### config.mk
export PLATFORM = sky130hd
export DESIGN_NAME = lcd_pixel_stream
export DESIGN_NICKNAME = d
export VERILOG_FILES = /design/src/rtl/lcd_pixel_stream.sv
export SDC_FILE = /design/constraint.sdc
export NUM_CORES = 1
export LEC_CHECK = 0
export CORE_MARGIN = 2
export CORE_UTILIZATION = 60
export DETAILED_ROUTE_END_ITERATION = 8
export HOLD_SLACK_MARGIN = 0.12
export PLACE_DENSITY_LB_ADDON = 0.08
export RECOVER_POWER = 100
export SLEW_MARGIN = 20
export SYNTH_ARGS = -nofsm -noshare
export SYNTH_HDL_FRONTEND = slang
export SYNTH_SLANG_ARGS = --single-unit
### constraint.sdc
create_clock -name PixelClk -period 4.57 [get_ports PixelClk]
set_input_delay 1.1425 -clock PixelClk [delete_from_list [all_inputs] [get_ports PixelClk]]
set_output_delay 1.1425 -clock PixelClk [all_outputs]
set_load 0.01 [all_outputs]
### src/rtl/lcd_pixel_stream.sv
// RGB565 pixel FIFO feeding the LCD timing stage, frame-locked to the source's SOF marker.
// Define LCD_PIX_STATS_EN to add the saturating err_count output.
module lcd_pixel_stream #(
   parameter int unsigned FIFO_DEPTH = 16,
   parameter logic [15:0] FILL_COLOR = 16'h0000
) (
   input  logic        PixelClk,
   input  logic        nRST,
   input  logic [15:0] s_data,
   input  logic        s_sof,
   input  logic        s_valid,
   output logic        s_ready,
   input  logic        de_in,
   input  logic        vsync_in,
   input  logic        clear_err,
   output logic        LCD_DE,
   output logic [4:0]  LCD_R,
   output logic [5:0]  LCD_G,
   output logic [4:0]  LCD_B,
   output logic        locked,
   output logic        underflow_sticky,
   output logic        align_sticky
`ifdef LCD_PIX_STATS_EN
   ,
   output logic [7:0]  err_count
`endif
);

   localparam int AW = $clog2(FIFO_DEPTH);
   localparam int CW = AW + 1;
   localparam logic [CW-1:0] FULL_COUNT = CW'(FIFO_DEPTH);

   typedef enum logic [1:0] {FLUSH, SEEK, WAIT, RUN} state_t;

   state_t          state_q, state_d;
   logic [16:0]     mem_q [FIFO_DEPTH];
   logic [AW-1:0]   wrPtr_q, rdPtr_q;
   logic [CW-1:0]   count_q;
   logic            vsync_q;
   logic            firstPop_q, firstPop_d;
   logic            de_q;
   logic [15:0]     pix_q;
   logic            underflow_q, align_q;

   logic [16:0]     headEntry;
   logic            fifoEmpty, pushReq, vsRise;
   logic            doWrite, doPop, underflowErr, alignErr;

   assign headEntry = mem_q[rdPtr_q];
   assign fifoEmpty = (count_q == '0);
   assign s_ready   = (count_q != FULL_COUNT) && (state_q != FLUSH);
   assign pushReq   = s_valid && s_ready;
   assign vsRise    = vsync_in && !vsync_q;

   // firstPop_q marks that the next pop is the one allowed to carry SOF
   always_comb begin
      state_d      = state_q;
      firstPop_d   = firstPop_q;
      doWrite      = 1'b0;
      doPop        = 1'b0;
      underflowErr = 1'b0;
      alignErr     = 1'b0;
      case (state_q)
         FLUSH: begin
            state_d    = SEEK;
            firstPop_d = 1'b0;
         end
         SEEK: begin
            if (pushReq && s_sof) begin
               doWrite = 1'b1;
               state_d = WAIT;
            end
         end
         WAIT: begin
            doWrite = pushReq;
            if (vsRise && !fifoEmpty && headEntry[16]) begin
               state_d    = RUN;
               firstPop_d = 1'b1;
            end
         end
         RUN: begin
            doWrite = pushReq;
            if (vsRise) firstPop_d = 1'b1;
            if (de_in && fifoEmpty) begin
               underflowErr = 1'b1;
            end else if (de_in) begin
               doPop      = 1'b1;
               firstPop_d = 1'b0;
               if (headEntry[16] && !(vsRise || firstPop_q)) alignErr = 1'b1;
            end
            if (vsRise && !fifoEmpty && !headEntry[16]) alignErr = 1'b1;
            if (underflowErr || alignErr) state_d = FLUSH;
            else if (vsRise && fifoEmpty) state_d = WAIT;
         end
         default: state_d = FLUSH;
      endcase
   end

   always_ff @(posedge PixelClk) begin
      if (doWrite) mem_q[wrPtr_q] <= {s_sof, s_data};
   end

   always_ff @(posedge PixelClk or negedge nRST) begin
      if (!nRST) begin
         wrPtr_q <= '0;
         rdPtr_q <= '0;
         count_q <= '0;
      end else if (state_q == FLUSH) begin
         wrPtr_q <= '0;
         rdPtr_q <= '0;
         count_q <= '0;
      end else begin
         if (doWrite) wrPtr_q <= wrPtr_q + AW'(1);
         if (doPop)   rdPtr_q <= rdPtr_q + AW'(1);
         case ({doWrite, doPop})
            2'b10:   count_q <= count_q + CW'(1);
            2'b01:   count_q <= count_q - CW'(1);
            default: count_q <= count_q;
         endcase
      end
   end

   // Error set takes priority over clear_err in the same cycle
   always_ff @(posedge PixelClk or negedge nRST) begin
      if (!nRST) begin
         state_q     <= FLUSH;
         firstPop_q  <= 1'b0;
         vsync_q     <= 1'b0;
         de_q        <= 1'b0;
         pix_q       <= '0;
         underflow_q <= 1'b0;
         align_q     <= 1'b0;
      end else begin
         state_q    <= state_d;
         firstPop_q <= firstPop_d;
         vsync_q    <= vsync_in;
         de_q       <= de_in;
         if (!de_in)     pix_q <= '0;
         else if (doPop) pix_q <= headEntry[15:0];
         else            pix_q <= FILL_COLOR;
         if (underflowErr)   underflow_q <= 1'b1;
         else if (clear_err) underflow_q <= 1'b0;
         if (alignErr)       align_q <= 1'b1;
         else if (clear_err) align_q <= 1'b0;
      end
   end

`ifdef LCD_PIX_STATS_EN
   logic [7:0] errCount_q;

   always_ff @(posedge PixelClk or negedge nRST) begin
      if (!nRST) begin
         errCount_q <= '0;
      end else if (underflowErr || alignErr) begin
         if (errCount_q != 8'hFF) errCount_q <= errCount_q + 8'd1;
      end else if (clear_err) begin
         errCount_q <= '0;
      end
   end

   assign err_count = errCount_q;
`endif

   assign LCD_DE           = de_q;
   assign LCD_R            = pix_q[15:11];
   assign LCD_G            = pix_q[10:5];
   assign LCD_B            = pix_q[4:0];
   assign locked           = (state_q == RUN);
   assign underflow_sticky = underflow_q;
   assign align_sticky     = align_q;

endmodule
== Word-level counts from Yosys, hierarchy flattened ==
Memories as Yosys holds them, arrays and structs flattened.
Index checks and enable logic that the tools add are counted.
Cells by class
  multiplexer cells: 37
  reduce and logical (&&, ||, !) cells: 28
  equality and inequality tests: 9
  add/sub/neg operators: 4
Operators by type and width (number)
  $mux 16: 2
  $mux 1: 22
  $mux 4: 4
  $logic_and 1x1->1: 10
  $pmux 5 s2: 1
  $reduce_bool 2->1: 5
  $add 4x1->4 const B: 2
  $mux 2: 4
  $pmux 2 s4: 1
  $eq 2x2->1 const B: 3
  $reduce_bool 3->1: 2
  $add 5x1->5 const B: 1
  $logic_not 5->1: 1
  $mux 5: 1
  $ne 5x5->1 const B: 1
  $sub 5x1->5 const B: 1
  $eq 2x1->1 const B: 2
  $logic_not 1->1: 4
  $ne 2x2->1 const B: 2
  $ne 3x1->1 const B: 1
  $pmux 1 s3: 1
  $reduce_and 3->1: 1
  $logic_not 2->1: 1
  $logic_or 1x1->1: 2
  3 further kinds: 3
Storage, ports and cells
  RAM bits: 272
  input bits: 23
  logic and storage cells: 89
  flip-flop bits (word level): 36
  output and inout bits: 21
  memories kept: 1
Memory list
  mem_q: words 16, bits a word 17, read ports 1, clocked after memory_dff 0, write ports 1, RTL line 36  | logic [16:0] mem_q [FIFO_DEPTH];

== Depth between registers and ports, before layout ==
Gate-level depths: netlist (run 1).
  depth in word-level cells: 13
  gate-level depth with buffers: 15

== Worst setup path before layout (run 1) ==
No wires, ideal clock.
  path type: input -> register
  start point: input s_sof
  end point: memory mem_q[0][0] (enable)
  path slack: 991 ps
  required time: 4135 ps
  cell stages on the path: 4
  arrival time: 3144 ps
  cells stage by stage: a211oi_1 -> nor2_1 -> nand2_1 -> nor4_1
On the way
  cells in the longest elaborated chain, start to end: 5
RTL lines
  start: declaration: RTL line 10  | input logic s_sof,
  $logic_and 1x1->1: RTL line 69  | if (pushReq && s_sof) begin
  $mux 1: RTL line 69
  $pmux 1 s2: RTL line 63  | case (state_q)
  $mux 1: RTL line 100  | if (doWrite) mem_q[wrPtr_q] <= {s_sof, s_data};
  $mux 1 (implied by the code): RTL line 100
  end: declaration: RTL line 36
Every way passes these cells.

== Worst setup path in the final report (run 1) ==
  start point: register rdPtr_q[1]
  end point: register pix_q[14]
On the way
  cells in the longest elaborated chain, start to end: 3
RTL lines
  start: declaration: RTL line 37  | logic [AW-1:0] wrPtr_q, rdPtr_q;
  start signal: assignment: RTL line 114  | if (doPop) rdPtr_q <= rdPtr_q + AW'(1);
  $mem_v2 16x17
  $mux 16: RTL line 139  | else if (doPop) pix_q <= headEntry[15:0];
  $mux 16: RTL line 138  | if (!de_in) pix_q <= '0;
  end signal: assignment: RTL line 139
  end: declaration: RTL line 42  | logic [15:0] pix_q;
Every way passes these cells.
A chain may end at the register's enable or synchronous reset.

==> flow_metrics.py, run 1 <==
metrics = {
    "outcome": {
        "status": "finished with violations",
        "violations": "max-capacitance violations, max-slew violations",
    },
    "grt": {
        "grt_overflow": 0,
        "antenna_found_initial": 0,
        "grt_start_max_net_pins": 39,
        "grtUsageTotal_pct": 24.1,
        "grt_pass1_wl_microns": 38000,
        "grt_pass1_vias": 6247,
    },
    "placed_design": {
        "dp_hpwl_microns": 14500,
        "dp.cells": 897,
        "gp_congestion": 0.818,
        "portBuffers": 43,
    },
    "drt": {
        "detail_route.iter0.violations": 632,
        "drc": 0,
        "routedWlPerCell_microns": 25.6,
        "num_vias": 5939,
        "avgViaCountPerCell": 6.22,
        "drt-total-wl_microns": 24400,
        "ant_nets": 0,
        "drtPass1Iterations": 5,
    },
    "cts": {
        "cts_hold_repair.buffers": 0,
        "ctsResizeCount": 0,
        "root_buffer": "clkbuf_16",
        "cts.sinks": 308,
        "clockBufferDepth": 3,
        "postCtsSetupRepairBufs": 0,
        "cts.reportedPaths.clkPinSlew_ns": 0.06,
        "worstSkewPairLatency_ns": 0.55,
        "cts_max_level": 1,
        "cts_buffers": 31,
        "cts_tree": "built",
    },
    "layout": {
        "diodes": 0,
        "layout-drive-gt1-share_pct": 22.2,
        "instances_no_fill": 955,
        "mostFrequentLayoutCells": "edfxtp_1 (272), mux4_2 (81), dlygate4sd3_1 (40)",
        "layout.nets": 701,
        "area_delta_synth_final_pct": 14.6,
        "layout_commonest_cell": "edfxtp_1",
    },
    "die": {
        "core_area_sq_mm": 0.0196,
        "dieArea_sq_mm": 0.0213,
        "ios": 44,
        "die_x_microns": 146,
        "rows": 51,
        "start_util_pct": 61.7,
        "die_h_microns": 146,
    },
    "timing": {
        "drv_slew": 39,
        "fin_setup_tns_ns": 0,
        "slew_headroom_pct": -21.0,
        "clock-skew-final_ns": 0.00925,
        "setup-violations-final": 0,
        "layout_min_cycle_time_ns": 3.87,
        "worstMarginPinSlew_ns": 1.81,
        "fin_crit_sh_pct": 84.8,
        "hold_violations": 0,
        "timing.fmax_mhz": 258,
        "rsz0062_at_grt": "no",
    },
    "setup_path": {
        "crit_arrival_ns": 4.25,
        "crit_path_max_fanout": 38,
        "worst-setup-path-type": "register to register",
        "start_kind": "register",
        "r2r_slack_ns": 0.70,
        "end_kind": "register",
        "worstPathRequired_ns": 4.95,
    },
    "job": {
        "drv_cap": 2,
    },
    "synthesis": {
        "syn_inst": 584,
        "syn_area_sq_mm": 0.0121,
        "syn-num-nets": 619,
        "synth_top_flop_cell": "edfxtp_1",
        "yosysSeqAreaShare_pct": 75.0,
        "synth-edff-count": 272,
        "syn_area_per_cell_sq_um": 20.7,
        "synth_warnings": 0,
        "async_flop_share_pct": 11.7,
        "synth_cell_types": 49,
        "ys_ff_latch": 308,
    },
    "min_path": {
        "hold_path_class": "register to register",
    },
    "power": {
        "peakVddDrop_uv": 355,
        "p_per_area_mw_per_mm2": 502,
        "leakagePower_nw": 4.61,
    },
}
-- stage by stage --
stage,setup slack [ns],total power [W],hold WS (ns),util (%),area [sq um]
3_3_place_gp,0.891,0.00463,0.471,66.4,13000
2_1_floorplan,0.991,0.00427,0.481,-,12100
3_5_place_dp,0.741,0.00467,0.483,66.4,13000
6_report,0.697,0.00695,0.488,70.7,13900
4_1_cts,1.09,0.00706,0.493,71.3,14000
5_1_grt,0.514,0.00726,0.515,70.7,13900
-- registers in the layout, summed over array words and instances, names as in the netlist --
name              count
LCD_DE                1
align_sticky          1
count_q               5
firstPop_q            1
mem_q               272
pix_q                16
rdPtr_q               4
state_q               2
underflow_sticky      1
vsync_q               1
wrPtr_q               4
-- synth_stat cells (3+ instances only) --
cell	n	area, sq um
buf_1	6	22.5
xnor2_1	4	35.0
inv_1	16	60.1
a21oi_1	7	35.0
a211oi_1	3	22.5
and2_1	9	56.3
a22oi_1	4	30.0
o21ai_0	3	15.0
and2b_1	6	45.0
ha_1	12	150
xor2_1	5	43.8
nor2_1	26	97.6
nand2_1	16	60.1
buf_2	6	30.0
nor2b_1	12	75.1
edfxtp_1	272	8170
clkbuf_1	12	45.0
dfrtp_1	36	901
nand3_1	3	15.0
nor4_1	4	25.0
mux4_2	81	1820
mux2i_1	5	50.1
-- metal layers --
metal | up-vias | wire length, microns | global-route usage [%]
met5 | - | 0 | 0
met2 | 226 | 11600 | 36.9
met4 | 0 | 652 | 7.43
li1 | 2532 | - | -
met3 | 49 | 1590 | 4.14
met1 | 3132 | 10600 | 36.5
-- final cells by class --
| type | count | area [sq um] |
|---|---|---|
| flip-flops and latches | 308 | 9070 |
| clock buffers | 35 | 791 |
| repair buffers | 74 | 574 |
| multi-input cells | 233 | 2850 |
| clock inverters | 22 | 178 |
| fillers | 1207 | 5730 |
| inverters | 18 | 67.6 |
| well taps | 265 | 332 |
-- path summary, 6_finish.rpt --
kind	from	end	cells after the start
worst max-delay path	rdPtr_q[1]$_DFFE_PN0P_	pix_q[14]$_DFF_PN0_	4
worst min-delay path	align_sticky$_DFFE_PN0P_	align_sticky$_DFFE_PN0P_	1
worst max register to register	rdPtr_q[1]$_DFFE_PN0P_	pix_q[14]$_DFF_PN0_	4
worst min register to register	align_sticky$_DFFE_PN0P_	align_sticky$_DFFE_PN0P_	1
max in group asynchronous	nRST	rdPtr_q[0]$_DFFE_PN0P_	2
min in group asynchronous	nRST	vsync_q$_DFF_PN0_	1
-- worst max-delay path: stages, from the launching register on --
cell and delay (ns):
dfrtp_1 1.56, clkbuf_1 1.03, mux4_2 0.49, mux4_2 0.46, nor2b_1 0.14
-- kinds of logic after synthesis --
group	synth area share, %
adder cells (fa/ha/maj)	1.24
buffers and inverters	1.46
flip-flops	75.0
XOR/XNOR	0.652
multiplexers	15.7
AO/OA/AOI/OAI	2.03
AND/OR/NAND/NOR	3.95
-- where the power goes --
part           leakage (nW)  internal (W)  switching (W)  total (W)
registers              2.93       0.00318       0.000137    0.00331
clock network         0.471       0.00136        0.00103    0.00239
logic                  1.20      0.000638       0.000614    0.00125
total                  4.61       0.00518        0.00178    0.00695
Power figures use the tool's default switching activity.
==> run 2, diff against run 1 <==
Clock period 4.57 ns to 3.87 ns, I/O delays scaled along.
==> flow_metrics.py, run 2 (synthesis gave the netlist of run 1 again) <==
metrics = {
    "placed_design": {
        "portBuffers": 43,
        "gp_congestion": 0.826,
        "dp_hpwl_microns": 14600,
    },
    "cts": {
        "worstSkewPairLatency_ns": 0.56,
        "root_buffer": "clkbuf_16",
        "postCtsSetupRepairBufs": 0,
        "cts.reportedPaths.clkPinSlew_ns": 0.07,
        "cts_max_level": 1,
        "cts_hold_repair.buffers": 0,
        "clockBufferDepth": 3,
        "ctsResizeCount": 0,
        "cts_buffers": 30,
        "cts.sinks": 308,
        "cts_tree": "built",
    },
    "drt": {
        "avgViaCountPerCell": 6.15,
        "drc": 0,
        "routedWlPerCell_microns": 25.6,
        "drt-total-wl_microns": 24500,
        "num_vias": 5904,
        "drtPass1Iterations": 5,
        "detail_route.iter0.violations": 459,
        "ant_nets": 0,
    },
    "layout": {
        "n_fill_cell": 1238,
        "area_delta_synth_final_pct": 15.4,
        "layout_commonest_cell": "edfxtp_1",
        "largest_registers": "mem_q: 272 flops, pix_q: 16 flops, count_q: 5 flops",
        "diodes": 0,
        "layout-drive-gt1-share_pct": 21.3,
        "largest_register_ffs": 272,
        "layout.nets": 706,
        "mostFrequentLayoutCells": "edfxtp_1 (272), mux4_2 (81), dlygate4sd3_1 (40)",
        "top_register": "mem_q",
        "final_util_pct": 71.2,
    },
    "timing": {
        "fin_setup_tns_ns": 0,
        "fin_crit_sh_pct": 87.7,
        "timing.fmax_mhz": 295,
        "rsz0062_at_grt": "no",
        "layout_min_cycle_time_ns": 3.39,
        "setup-violations-final": 0,
        "hold_violations": 0,
        "slew_headroom_pct": -62.0,
        "drv_slew": 55,
        "worstMarginPinSlew_ns": 2.43,
        "clock-skew-final_ns": 0.0196,
    },
    "setup_path": {
        "crit_path_max_fanout": 19,
        "start_kind": "register",
        "crit_arrival_ns": 3.81,
        "reg2reg_depth": 7,
        "r2r_slack_ns": 0.48,
        "end_kind": "register",
        "reg2reg_from": "count_q[1]$_DFFE_PN0P_",
        "worst-setup-path-type": "register to register",
        "worstPathRequired_ns": 4.28,
        "rr_endpoint": "count_q[1]$_DFFE_PN0P_",
    },
    "job": {
        "drv_cap": 2,
    },
    "die": {
        "start_util_pct": 61.7,
        "dieArea_sq_mm": 0.0213,
        "core_area_sq_mm": 0.0196,
        "die_x_microns": 146,
        "ios": 44,
        "rows": 51,
        "die_h_microns": 146,
    },
    "min_path": {
        "whs_path_depth": 1,
        "hold_path_class": "register to register",
        "min_from": "underflow_sticky$_DFFE_PN0P_",
        "worstHoldEndpoint": "underflow_sticky$_DFFE_PN0P_",
    },
    "power": {
        "p_per_area_mw_per_mm2": 590,
        "leakagePower_nw": 4.60,
        "finalPower_w": 0.00824,
        "peakVddDrop_uv": 527,
    },
    "grt": {
        "grt_overflow": 0,
        "grtUsageTotal_pct": 24.0,
        "grt_pass1_wl_microns": 38000,
        "grtUsageMet1_pct": 35.8,
        "grt_pass1_vias": 6204,
        "busiest_layer": "met2",
        "use_met2_pct": 39.0,
        "antenna_found_initial": 0,
        "grtUsageMet3_pct": 3.70,
        "grt_start_max_net_pins": 40,
    },
    "outcome": {
        "status": "finished with violations",
        "violations": "max-capacitance violations, max-slew violations",
    },
}
-- run 2: changes by cell type in the layout (fill, tap and decap cells not counted), sizes merged --
cell / before / now
clkinv: 14 / 13
inv: 21 / 18
clkinvlp: 3 / 5
bufinv: 2 / 3
clkbuf: 60 / 64
buf: 7 / 9
-- run 2: worst max path at each step --
stage | start | end | cells after the start
after floorplan | s_sof | mem_q[0][0]$_DFFE_PP_ | 4
after global placement | s_sof | count_q[4]$_DFFE_PN0P_ | 14
after detailed placement | s_sof | count_q[4]$_DFFE_PN0P_ | 14
after CTS | count_q[3]$_DFFE_PN0P_ | s_ready | 4
after global routing | count_q[1]$_DFFE_PN0P_ | count_q[1]$_DFFE_PN0P_ | 7
final | count_q[1]$_DFFE_PN0P_ | count_q[1]$_DFFE_PN0P_ | 7
-- run 2: final cells by class --
class / count / area (sq um) / share of cell area [%]
Sequential cell: 308 / 9070 / 65.0
Multi-Input combinational cell: 233 / 2850 / 20.4
Clock buffer: 35 / 769 / 5.51
Timing Repair Buffer: 80 / 647 / 4.64
Tap cell: 265 / 332 / 2.38
Clock inverter: 21 / 221 / 1.59
Inverter: 18 / 67.6 / 0.484
-- run 2: where the power goes --
group,internal [W],total [W],leakage [nW],switching [W]
Combinational,0.000761,0.00148,1.20,0.000717
Sequential,0.00375,0.00390,2.93,0.000155
Clock,0.00164,0.00286,0.464,0.00122
Total,0.00615,0.00824,4.60,0.00209
-- run 2: metrics by stage --
stage / hold slack [ns] / worst slack [ns] / std cells / cell area, sq um
2_1_floorplan: 0.481 / 0.466 / 584 / 12100
3_3_place_gp: 0.471 / 0.647 / 904 / 13100
3_5_place_dp: 0.483 / 0.534 / 904 / 13100
4_1_cts: 0.493 / 0.570 / 960 / 14100
5_1_grt: 0.528 / 0.273 / 960 / 14000
6_report: 0.489 / 0.475 / 960 / 14000
-- run 2: per-layer routing --
metal / share of wire [%] / vias up
met4: 1.9 / 0
met1: 42 / 3081
met5: 0 / -
li1: - / 2552
met3: 7.1 / 40
met2: 49 / 231
-- run 2: critical path, cell delays in order (launching register included) --
cell and delay [ns]:
dfrtp_1 0.45, or4_1 0.61, o211ai_1 0.20, clkbuf_1 1.03, and3_1 0.41, or2_0 0.25, mux2i_1 0.24, nor2_1 0.05
==> run 3, diff against run 2 <==
Settings changed: CORE_ASPECT_RATIO set to 1.1.
==> flow_metrics.py, run 3 (synthesis gave the netlist of run 1 again) <==
metrics = {
    "setup_path": {
        "start_kind": "register",
        "worstPathRequired_ns": 2.90,
        "slowest_delay_ns": 0.61,
        "crit_chain": "or4_1 > nor2_1 > nor2_1 > dlygate4sd3_1",
        "cp_common_cell": "nor2_1",
        "worst-setup-path-type": "register to primary output",
        "crit_arrival_ns": 2.40,
        "crit_path_max_fanout": 7,
        "reg2reg_depth": 6,
        "end_kind": "primary output",
        "cp_slowest_cell": "or4_1",
    },
    "power": {
        "peakVddDrop_uv": 573,
        "finalPower_w": 0.00822,
        "p_per_area_mw_per_mm2": 593,
        "leakagePower_nw": 4.61,
    },
    "die": {
        "die_x_microns": 139,
        "die_h_microns": 153,
        "core_area_sq_mm": 0.0198,
        "rows": 54,
        "start_util_pct": 61.1,
        "dieArea_sq_mm": 0.0213,
        "ios": 44,
    },
    "timing": {
        "worstMarginPinSlew_ns": 2.29,
        "clock-skew-final_ns": 0.0185,
        "rsz0062_at_grt": "no",
        "timing.fmax_mhz": 297,
        "fin_setup_tns_ns": 0,
        "layout_min_cycle_time_ns": 3.37,
        "hold_violations": 0,
        "drv_slew": 91,
        "setup-violations-final": 0,
        "slew_headroom_pct": -52.4,
        "fin_crit_sh_pct": 87.1,
    },
    "drt": {
        "num_vias": 5805,
        "avgViaCountPerCell": 6.18,
        "detail_route.iter0.violations": 483,
        "drtPass1Iterations": 5,
        "drt-total-wl_microns": 23300,
        "routedWlPerCell_microns": 24.7,
        "ant_nets": 0,
        "drc": 0,
    },
    "cts": {
        "ctsResizeCount": 0,
        "worstSkewPairLatency_ns": 0.55,
        "cts_max_level": 1,
        "cts_hold_repair.buffers": 0,
        "cts_tree": "built",
        "postCtsSetupRepairBufs": 0,
        "clockBufferDepth": 3,
        "cts.sinks": 308,
        "cts_buffers": 30,
        "cts.reportedPaths.clkPinSlew_ns": 0.06,
        "root_buffer": "clkbuf_16",
    },
    "grt": {
        "grt_pass1_vias": 6066,
        "grt_pass1_wl_microns": 35700,
        "grt_overflow": 0,
        "grt_start_max_net_pins": 49,
        "antenna_found_initial": 1,
        "grtUsageTotal_pct": 22.5,
    },
    "layout": {
        "diodes": 0,
        "layout.nets": 699,
        "mostFrequentLayoutCells": "edfxtp_1 (272), mux4_2 (81), dlygate4sd3_1 (40)",
        "n_fill_cell": 1242,
        "area_delta_synth_final_pct": 14.6,
        "layout-drive-gt1-share_pct": 21.2,
        "largest_registers": "mem_q: 272 flops, pix_q: 16 flops, count_q: 5 flops",
        "largest_register_ffs": 272,
        "layout_commonest_cell": "edfxtp_1",
        "top_register": "mem_q",
    },
    "placed_design": {
        "gp_congestion": 0.776,
        "dp_hpwl_microns": 13800,
        "portBuffers": 43,
    },
    "outcome": {
        "status": "finished with violations",
        "violations": "max-capacitance violations, max-slew violations",
    },
    "min_path": {
        "whs_path_depth": 1,
        "hold_path_class": "register to register",
    },
    "job": {
        "drv_cap": 4,
    },
}
==> run 3: cell count changes in the layout (fill, tap and decap cells not counted), sizes merged <==
cell      delta
clkinvlp     -5
buf          -2
clkbuf       +2
bufinv       -1
clkinv       -1
==> run 3: where the power goes <==
group	leakage (nW)	internal (W)	switching, W	total, W
clock network	0.489	0.00169	0.00116	0.00285
logic	1.19	0.000758	0.000726	0.00148
registers	2.93	0.00375	0.000136	0.00388
total	4.61	0.00619	0.00202	0.00822
==> run 3: layout make-up <==
type                       instances  area, sq um  share of cell area, %
sequential                       308         9070                   65.4
clock inverter                    14          118                  0.848
timing repair buffer              73          578                   4.17
inverter                          18         67.6                  0.487
tap                              252          315                   2.27
multi-input combinational        233         2850                   20.5
clock buffer                      42          867                   6.26
==> run 3: final timing paths <==
kind | endpoint | from | slack [ns]
setup / recovery | s_ready | count_q[1]$_DFFE_PN0P_ | 0.50
hold reg to reg | underflow_sticky$_DFFE_PN0P_ | underflow_sticky$_DFFE_PN0P_ | 0.49
max in group asynchronous | rdPtr_q[1]$_DFFE_PN0P_ | nRST | 1.29
setup reg to reg | state_q[1]$_DFFE_PN0P_ | rdPtr_q[0]$_DFFE_PN0P_ | 0.58
min in group asynchronous | state_q[1]$_DFFE_PN0P_ | nRST | 1.10
hold / removal | underflow_sticky$_DFFE_PN0P_ | underflow_sticky$_DFFE_PN0P_ | 0.49
==> run 3: layer usage <==
layer | share of wire [%] | GRT usage, % | routed length, microns | vias up
met5 | 0.030 | 0 | 7 | -
met3 | 6.4 | 3.01 | 1490 | 48
li1 | - | - | - | 2534
met1 | 42 | 32.9 | 9720 | 3032
met4 | 2.0 | 6.49 | 466 | 2
met2 | 50 | 36.6 | 11600 | 189
==> run 3: metrics by stage <==
step	setup WS [ns]	cell area [sq um]	util [%]	instances	hold slack, ns
2_1_floorplan	0.466	12100	-	584	0.481
3_3_place_gp	0.487	13000	65.7	884	0.471
3_5_place_dp	0.316	13000	65.7	884	0.482
4_1_cts	0.576	14000	70.7	940	0.499
5_1_grt	0.267	13900	70.0	940	0.514
6_report	0.501	13900	70.0	940	0.489
==> run 3: worst max-delay path: cells and delay by family (launching register included) <==
family / cells / cell delay (ns)
buffers and inverters: 1 / 0.60
flip-flops: 1 / 0.46
AND/OR/NAND/NOR: 3 / 0.79
